===== src/rtl/i2c_reg_master.sv =====
// -----------------------------------------------------------------------------
// i2c_reg_master
//
// Single-clock I2C initiator for the register-map I2C target. A one-shot
// command performs either a register write (dev+W, reg, data) or a register
// read (dev+W, reg, Sr, dev+R, data, master NACK). SCL and SDA are driven as
// open-drain enables: 1 pulls the line low, 0 releases it to the pull-up.
//
// Parameters
//   CLK_DIV    clk cycles per SCL quarter period (1..1023); SCL = 4*CLK_DIV
//
// Ports
//   clk        system clock, rising edge
//   rst        synchronous active-high reset
//   cmd_valid  start request, sampled only while busy=0
//   cmd_rw     0 = register write, 1 = register read
//   cmd_dev    7-bit target address
//   cmd_reg    register address
//   cmd_wdata  write data (ignored on reads)
//   busy       transaction in progress
//   done       one-cycle pulse on the last busy cycle
//   ack_err    a target ACK was missing (valid with done, held until the
//              next accepted command)
//   rd_data    last byte read by an error-free read
//   scl_oe     1 = pull SCL low
//   sda_oe     1 = pull SDA low
//   sda_in     synchronized SDA pad level
// -----------------------------------------------------------------------------
module i2c_reg_master #(
  parameter int CLK_DIV = 4
) (
  input  logic       clk,
  input  logic       rst,
  input  logic       cmd_valid,
  input  logic       cmd_rw,
  input  logic [6:0] cmd_dev,
  input  logic [7:0] cmd_reg,
  input  logic [7:0] cmd_wdata,
  output logic       busy,
  output logic       done,
  output logic       ack_err,
  output logic [7:0] rd_data,
  output logic       scl_oe,
  output logic       sda_oe,
  input  logic       sda_in
);

  localparam logic [9:0] DIV_LAST = 10'(CLK_DIV - 1);

  typedef enum logic [2:0] {
    ST_IDLE   = 3'd0,
    ST_START  = 3'd1,
    ST_TXBIT  = 3'd2,
    ST_TXACK  = 3'd3,
    ST_RSTART = 3'd4,
    ST_RXBIT  = 3'd5,
    ST_MNACK  = 3'd6,
    ST_STOP   = 3'd7
  } state_t;

  state_t      state_q, state_d;
  logic [9:0]  div_q, div_d;       // clk count inside the current quarter
  logic [1:0]  qtr_q, qtr_d;       // quarter q0..q3 inside the current phase
  logic [2:0]  bit_q, bit_d;       // bit index, 7 down to 0
  logic [1:0]  idx_q, idx_d;       // byte index 0..2
  logic        rw_q, rw_d;
  logic [6:0]  dev_q, dev_d;
  logic [7:0]  radr_q, radr_d;
  logic [7:0]  wdata_q, wdata_d;
  logic [7:0]  rx_q, rx_d;
  logic        busy_q, busy_d;
  logic        done_q, done_d;
  logic        ack_err_q, ack_err_d;
  logic [7:0]  rd_data_q, rd_data_d;
  logic        scl_oe_q, scl_oe_d;
  logic        sda_oe_q, sda_oe_d;

  logic        phase_end_s;
  logic        sample_s;
  logic [7:0]  tx_byte_s;
  logic [1:0]  drive_s;

  // Byte transmitted in a given byte slot.
  function automatic logic [7:0] tx_byte(input logic [1:0] idx, input logic rw,
                                         input logic [6:0] dev, input logic [7:0] radr,
                                         input logic [7:0] wdata);
    logic [7:0] b;
    case (idx)
      2'd0:    b = {dev, 1'b0};
      2'd1:    b = radr;
      2'd2:    b = rw ? {dev, 1'b1} : wdata;
      default: b = 8'h00;
    endcase
    return b;
  endfunction

  // Line drive {scl_oe, sda_oe} for a given phase and quarter.
  function automatic logic [1:0] line_drive(input state_t st, input logic [1:0] qtr,
                                            input logic tx_bit);
    logic [1:0] drv;
    case (st)
      ST_START:  drv = qtr[1] ? 2'b01 : 2'b00;
      ST_RSTART: begin
        case (qtr)
          2'd0:    drv = 2'b10;
          2'd1:    drv = 2'b00;
          default: drv = 2'b01;
        endcase
      end
      ST_TXBIT:  drv = {~qtr[1], ~tx_bit};
      ST_TXACK,
      ST_RXBIT,
      ST_MNACK:  drv = {~qtr[1], 1'b0};
      ST_STOP: begin
        case (qtr)
          2'd0:    drv = 2'b11;
          2'd1:    drv = 2'b01;
          default: drv = 2'b00;
        endcase
      end
      default:   drv = 2'b00;
    endcase
    return drv;
  endfunction

  // Next-state, quarter timing and next values of all registered outputs.
  always_comb begin
    state_d   = state_q;
    div_d     = div_q;
    qtr_d     = qtr_q;
    bit_d     = bit_q;
    idx_d     = idx_q;
    rw_d      = rw_q;
    dev_d     = dev_q;
    radr_d    = radr_q;
    wdata_d   = wdata_q;
    rx_d      = rx_q;
    ack_err_d = ack_err_q;
    rd_data_d = rd_data_q;

    phase_end_s = (qtr_q == 2'd3) && (div_q == DIV_LAST);
    sample_s    = (qtr_q == 2'd2) && (div_q == DIV_LAST);

    // Quarter counter: free-runs while a transaction is active, and the
    // q3 -> q0 wrap coincides with every phase boundary.
    if (state_q == ST_IDLE) begin
      div_d = 10'd0;
      qtr_d = 2'd0;
    end else if (div_q == DIV_LAST) begin
      div_d = 10'd0;
      qtr_d = qtr_q + 2'd1;
    end else begin
      div_d = div_q + 10'd1;
    end

    case (state_q)
      ST_IDLE: begin
        if (cmd_valid) begin
          rw_d      = cmd_rw;
          dev_d     = cmd_dev;
          radr_d    = cmd_reg;
          wdata_d   = cmd_wdata;
          ack_err_d = 1'b0;
          state_d   = ST_START;
        end else begin
          state_d = ST_IDLE;
        end
      end
      ST_START: begin
        if (phase_end_s) begin
          state_d = ST_TXBIT;
          idx_d   = 2'd0;
          bit_d   = 3'd7;
        end else begin
          state_d = ST_START;
        end
      end
      ST_TXBIT: begin
        if (phase_end_s) begin
          if (bit_q == 3'd0) begin
            state_d = ST_TXACK;
          end else begin
            bit_d = bit_q - 3'd1;
          end
        end else begin
          state_d = ST_TXBIT;
        end
      end
      ST_TXACK: begin
        // ack_err is cleared at command acceptance, so a set flag here means
        // this slot was NACKed; by phase end the q2 sample has landed.
        if (sample_s && sda_in) begin
          ack_err_d = 1'b1;
        end else begin
          ack_err_d = ack_err_q;
        end
        if (phase_end_s) begin
          bit_d = 3'd7;
          if (ack_err_q) begin
            state_d = ST_STOP;
          end else if (idx_q == 2'd0) begin
            idx_d   = 2'd1;
            state_d = ST_TXBIT;
          end else if (idx_q == 2'd1) begin
            idx_d   = 2'd2;
            state_d = rw_q ? ST_RSTART : ST_TXBIT;
          end else begin
            state_d = rw_q ? ST_RXBIT : ST_STOP;
          end
        end else begin
          state_d = ST_TXACK;
        end
      end
      ST_RSTART: begin
        if (phase_end_s) begin
          state_d = ST_TXBIT;
          bit_d   = 3'd7;
        end else begin
          state_d = ST_RSTART;
        end
      end
      ST_RXBIT: begin
        if (sample_s) begin
          rx_d = {rx_q[6:0], sda_in};
        end else begin
          rx_d = rx_q;
        end
        if (phase_end_s) begin
          if (bit_q == 3'd0) begin
            state_d = ST_MNACK;
          end else begin
            bit_d = bit_q - 3'd1;
          end
        end else begin
          state_d = ST_RXBIT;
        end
      end
      ST_MNACK: begin
        if (phase_end_s) begin
          state_d = ST_STOP;
        end else begin
          state_d = ST_MNACK;
        end
      end
      ST_STOP: begin
        if (phase_end_s) begin
          state_d = ST_IDLE;
        end else begin
          state_d = ST_STOP;
        end
      end
      default: state_d = ST_IDLE;
    endcase

    // Outputs are registered, so they are derived from the next state: the
    // registered value then lines up exactly with the cycle it describes.
    busy_d = (state_d != ST_IDLE);
    done_d = (state_d == ST_STOP) && (qtr_d == 2'd3) && (div_d == DIV_LAST);
    if (done_d && rw_q && !ack_err_q) begin
      rd_data_d = rx_q;
    end else begin
      rd_data_d = rd_data_q;
    end

    tx_byte_s = tx_byte(idx_d, rw_d, dev_d, radr_d, wdata_d);
    drive_s   = line_drive(state_d, qtr_d, tx_byte_s[bit_d]);
    scl_oe_d  = drive_s[1];
    sda_oe_d  = drive_s[0];
  end

  // State and output registers with synchronous reset.
  always_ff @(posedge clk) begin
    if (rst) begin
      state_q   <= ST_IDLE;
      div_q     <= 10'd0;
      qtr_q     <= 2'd0;
      bit_q     <= 3'd7;
      idx_q     <= 2'd0;
      rw_q      <= 1'b0;
      dev_q     <= 7'h00;
      radr_q    <= 8'h00;
      wdata_q   <= 8'h00;
      rx_q      <= 8'h00;
      busy_q    <= 1'b0;
      done_q    <= 1'b0;
      ack_err_q <= 1'b0;
      rd_data_q <= 8'h00;
      scl_oe_q  <= 1'b0;
      sda_oe_q  <= 1'b0;
    end else begin
      state_q   <= state_d;
      div_q     <= div_d;
      qtr_q     <= qtr_d;
      bit_q     <= bit_d;
      idx_q     <= idx_d;
      rw_q      <= rw_d;
      dev_q     <= dev_d;
      radr_q    <= radr_d;
      wdata_q   <= wdata_d;
      rx_q      <= rx_d;
      busy_q    <= busy_d;
      done_q    <= done_d;
      ack_err_q <= ack_err_d;
      rd_data_q <= rd_data_d;
      scl_oe_q  <= scl_oe_d;
      sda_oe_q  <= sda_oe_d;
    end
  end

  assign busy    = busy_q;
  assign done    = done_q;
  assign ack_err = ack_err_q;
  assign rd_data = rd_data_q;
  assign scl_oe  = scl_oe_q;
  assign sda_oe  = sda_oe_q;

endmodule


===== config.mk =====
export PLATFORM = sky130hd
export DESIGN_NAME = i2c_reg_master
export DESIGN_NICKNAME = d
export VERILOG_FILES = /design/src/rtl/i2c_reg_master.sv
export SDC_FILE = /design/constraint.sdc
export NUM_CORES = 1
export LEC_CHECK = 0
export ABC_CLOCK_PERIOD_IN_PS = 4810
export BUFFER_PORTS_ARGS = -buffer_cell sky130_fd_sc_hd__buf_2
export CAP_MARGIN = 20
export CORE_AREA = 2 2 82 84
export CTS_CLUSTER_SIZE = 25
export DETAILED_ROUTE_END_ITERATION = 8
export DIE_AREA = 0 0 84 86
export PLACE_DENSITY = 0.75
export SLEW_MARGIN = 5
export SYNTH_ARGS = -nofsm -noshare
export SYNTH_HDL_FRONTEND = slang
export SYNTH_SLANG_ARGS = --single-unit

===== constraint.sdc =====
create_clock -name clk -period 4.81 [get_ports clk]
set_input_delay 1.443 -clock clk [delete_from_list [all_inputs] [get_ports clk]]
set_output_delay 1.443 -clock clk [all_outputs]
set_load 0.02 [all_outputs]

==> results.txt <==
first-pass GRT wire length = 12900 um
Wirelength per Cell = 15.0 um
GRT Total Usage = 22.1%
Startpoint Class = flop
diode count = 0
final wirelength = 7650 um
CP max-delay cell = or4_4
Crit Path Category = reg2reg
layout cell share with drive strength beyond 1 = 18.9%
Die X = 84 um
synthesis-to-finish area growth = 11.8%
CP max FO = 11
worst path cell trace = ha_1, or4b_4, or4_4, o211a_1, nor2_2, mux2_2, a311oi_1, o311ai_1, o32ai_1
Final period util = 74.7%
Syn Nets = 429
buffers added on ports = 40
die area = 0.00722 mm^2
Post-Synth Adder-Cell Area = 2.57%
result of the run = finished clean
area share of the largest cell type after synthesis = 38.2%
setup bufs post-CTS = 0
fin crit period = 3.59 ns
library cells used by synthesis = 66
Seq/Total Area, Yosys = 38.2%
CTS buffer count = 9
post-route insts no fill = 511
Congestion Overflow GR = 0
Die H = 86 um
DRT iter0 DRCs = 174
final core utilization = 60.6%
Max Fclk = 278 MHz
mux share of post-synthesis cell area = 11.1%
EDFF count, synth = 0
Max stage delay on crit path = 0.58 ns
number of global-route vias before repair = 2822
vias = 2992
final number of setup-violating endpoints = 0
vias per std cell = 5.86
RSZ-0062 raised after global routing = no
cell taking the most area after synthesis = dfxtp_1
complex-gate fraction of the synthesized area = 16.8%
P_leak = 1.63 nW
placer congestion estimate = 0.874
skew final = 0.00767 ns
Crit. End Element = flop
Resize count post-CTS = 0
hold_buf cts = 0
row count = 29
Clock Latency Late Sink = 0.34 ns
Starting Density = 54.2%
core area = 0.00628 mm^2
Final HPWL DP = 5520 um
drt pass-1 iters = 4
most common cell after layout, fill and taps aside = dfxtp_1
largest family of logic cells by synthesized area = simple AND/OR/NAND/NOR gates
cells after synthesis = 394
placed instance count = 495
path type of the worst min-delay path = reg2reg
Power Dens Cells = 281 mW/mm^2
drc violations = 0
CP required = 5.06 ns
TritonCTS clock tree = yes
ys flop type = dfxtp_1
Hold Vio Cnt, Final = 0
Post-Syn Area = 0.00340 mm^2
max_slew headroom = 44.5%
Reg clk slew, reported paths = 0.07 ns
largest net degree at the start of global routing = 34
most frequent cells in the layout = dfxtp_1, nor2_1, buf_2
post-synthesis simple-gate area fraction = 24.6%
Peak VDD IR = 0.202 mV
Setup TNS = 0 ns
largest buffer count on any clock path = 2
nets@finish = 464
Critical Path AT = 3.85 ns
Boundary Pins = 41
top post-synthesis cells by area = dfxtp_1, mux2i_1, nor2_1, nand2_1, a21oi_1
Final Max Slew Viols = 0
H-Tree Depth = 3
max cap viols = 0
final hold slack = 0.464 ns
initial antenna violation count = 0
slew at the pin closest to its max-slew limit = 0.827 ns
asr flop ratio synth = 0%
register bit total from synthesis = 65
Final ANT Viol Nets = 0
root buffer cell = clkbuf_8
Synth Area in XOR/XNOR = 2.57%
synthesized area per cell = 8.63 um^2
total clock sinks = 65
synth warn = 0
-- path summary, 6_finish.rpt --
check,startpoint,end,slack [ns],cells after the start
setup / recovery,div_q[0],sda_oe,1.22,9
hold / removal,dev_q[0],dev_q[0],0.46,2
setup reg to reg,div_q[0],sda_oe,1.22,9
hold reg to reg,dev_q[0],dev_q[0],0.46,2
-- where the power goes --
part           switching [mW]  internal, mW  total (mW)
Combinational          0.0558        0.0382      0.0940
Sequential            0.00956         0.554       0.563
Clock                   0.212         0.201       0.413
-- cell usage after synthesis, types with 2 or more instances --
master and instances:
nor2b_1 10, or3_1 3, nor3_1 11, nand3b_1 4, a22oi_1 2, nand2_1 32
nor2_1 54, mux2_2 6, o211a_1 2, mux2i_1 30, buf_6 3, o221ai_1 3
a311oi_1 2, nor4_1 3, o211ai_1 2, nand4_1 6, clkbuf_1 14, ha_1 7
xnor2_1 4, o22ai_1 2, inv_1 12, nand3_1 14, a21oi_1 23, and2_1 2
o32ai_1 2, o21ai_0 11, a211oi_1 4, or2_2 5, and3_1 5, xor2_1 6
a31oi_1 3, nand2b_1 9, dfxtp_1 65
-- kinds of logic after synthesis --
kind of cell | count (synthesis)
compound gates | 76
xor+xnor | 10
fa+ha+maj | 7
buf+inv | 31
flops | 65
mux | 37
simple gates | 168
-- routing by layer --
metal,vias up,wire length [um],track usage (%)
li1,1476,-,-
met3,18,376,4.14
met1,1416,3600,28.7
met5,-,0,0
met4,0,213,12.3
met2,82,3470,34.6
-- layout make-up --
type | instances | area (um^2)
Timing Repair Buffer | 43 | 223
Sequential cell | 65 | 1300
Inverter | 12 | 45.0
Tap cell | 77 | 96.3
Multi-Input combinational cell | 298 | 1970
Clock buffer | 12 | 145
Clock inverter | 4 | 28.8
Fill cell | 561 | 2470
-- worst max-delay path: cells and delay by family, from the launching register on --
| kind | cells | cell delay [ns] |
|---|---|---|
| compound gates | 4 | 1.10 |
| fa+ha+maj | 1 | 0.26 |
| flops | 1 | 0.41 |
| mux | 1 | 0.37 |
| simple gates | 3 | 1.34 |
-- per-stage QoR --
step,area (um^2),setup WS (ns),total power [mW]
2_1_floorplan,3400,1.34,0.636
3_3_place_gp,3630,1.35,0.666
3_5_place_dp,3630,1.28,0.668
4_1_cts,3800,1.26,1.08
5_1_grt,3800,0.980,1.11
6_report,3800,1.22,1.07
-- flip-flops by register name, indices dropped and copies added (netlist names) --
register  cells
bit_q         3
rx_q          8
scl_oe        1
radr_q        8
ack_err       1
wdata_q       8
busy          1
idx_q         2
rw_q          1
rd_data       8
qtr_q         2
div_q        10
sda_oe        1
state_q       3
dev_q         7
done          1
Power figures use the tool's default switching activity.
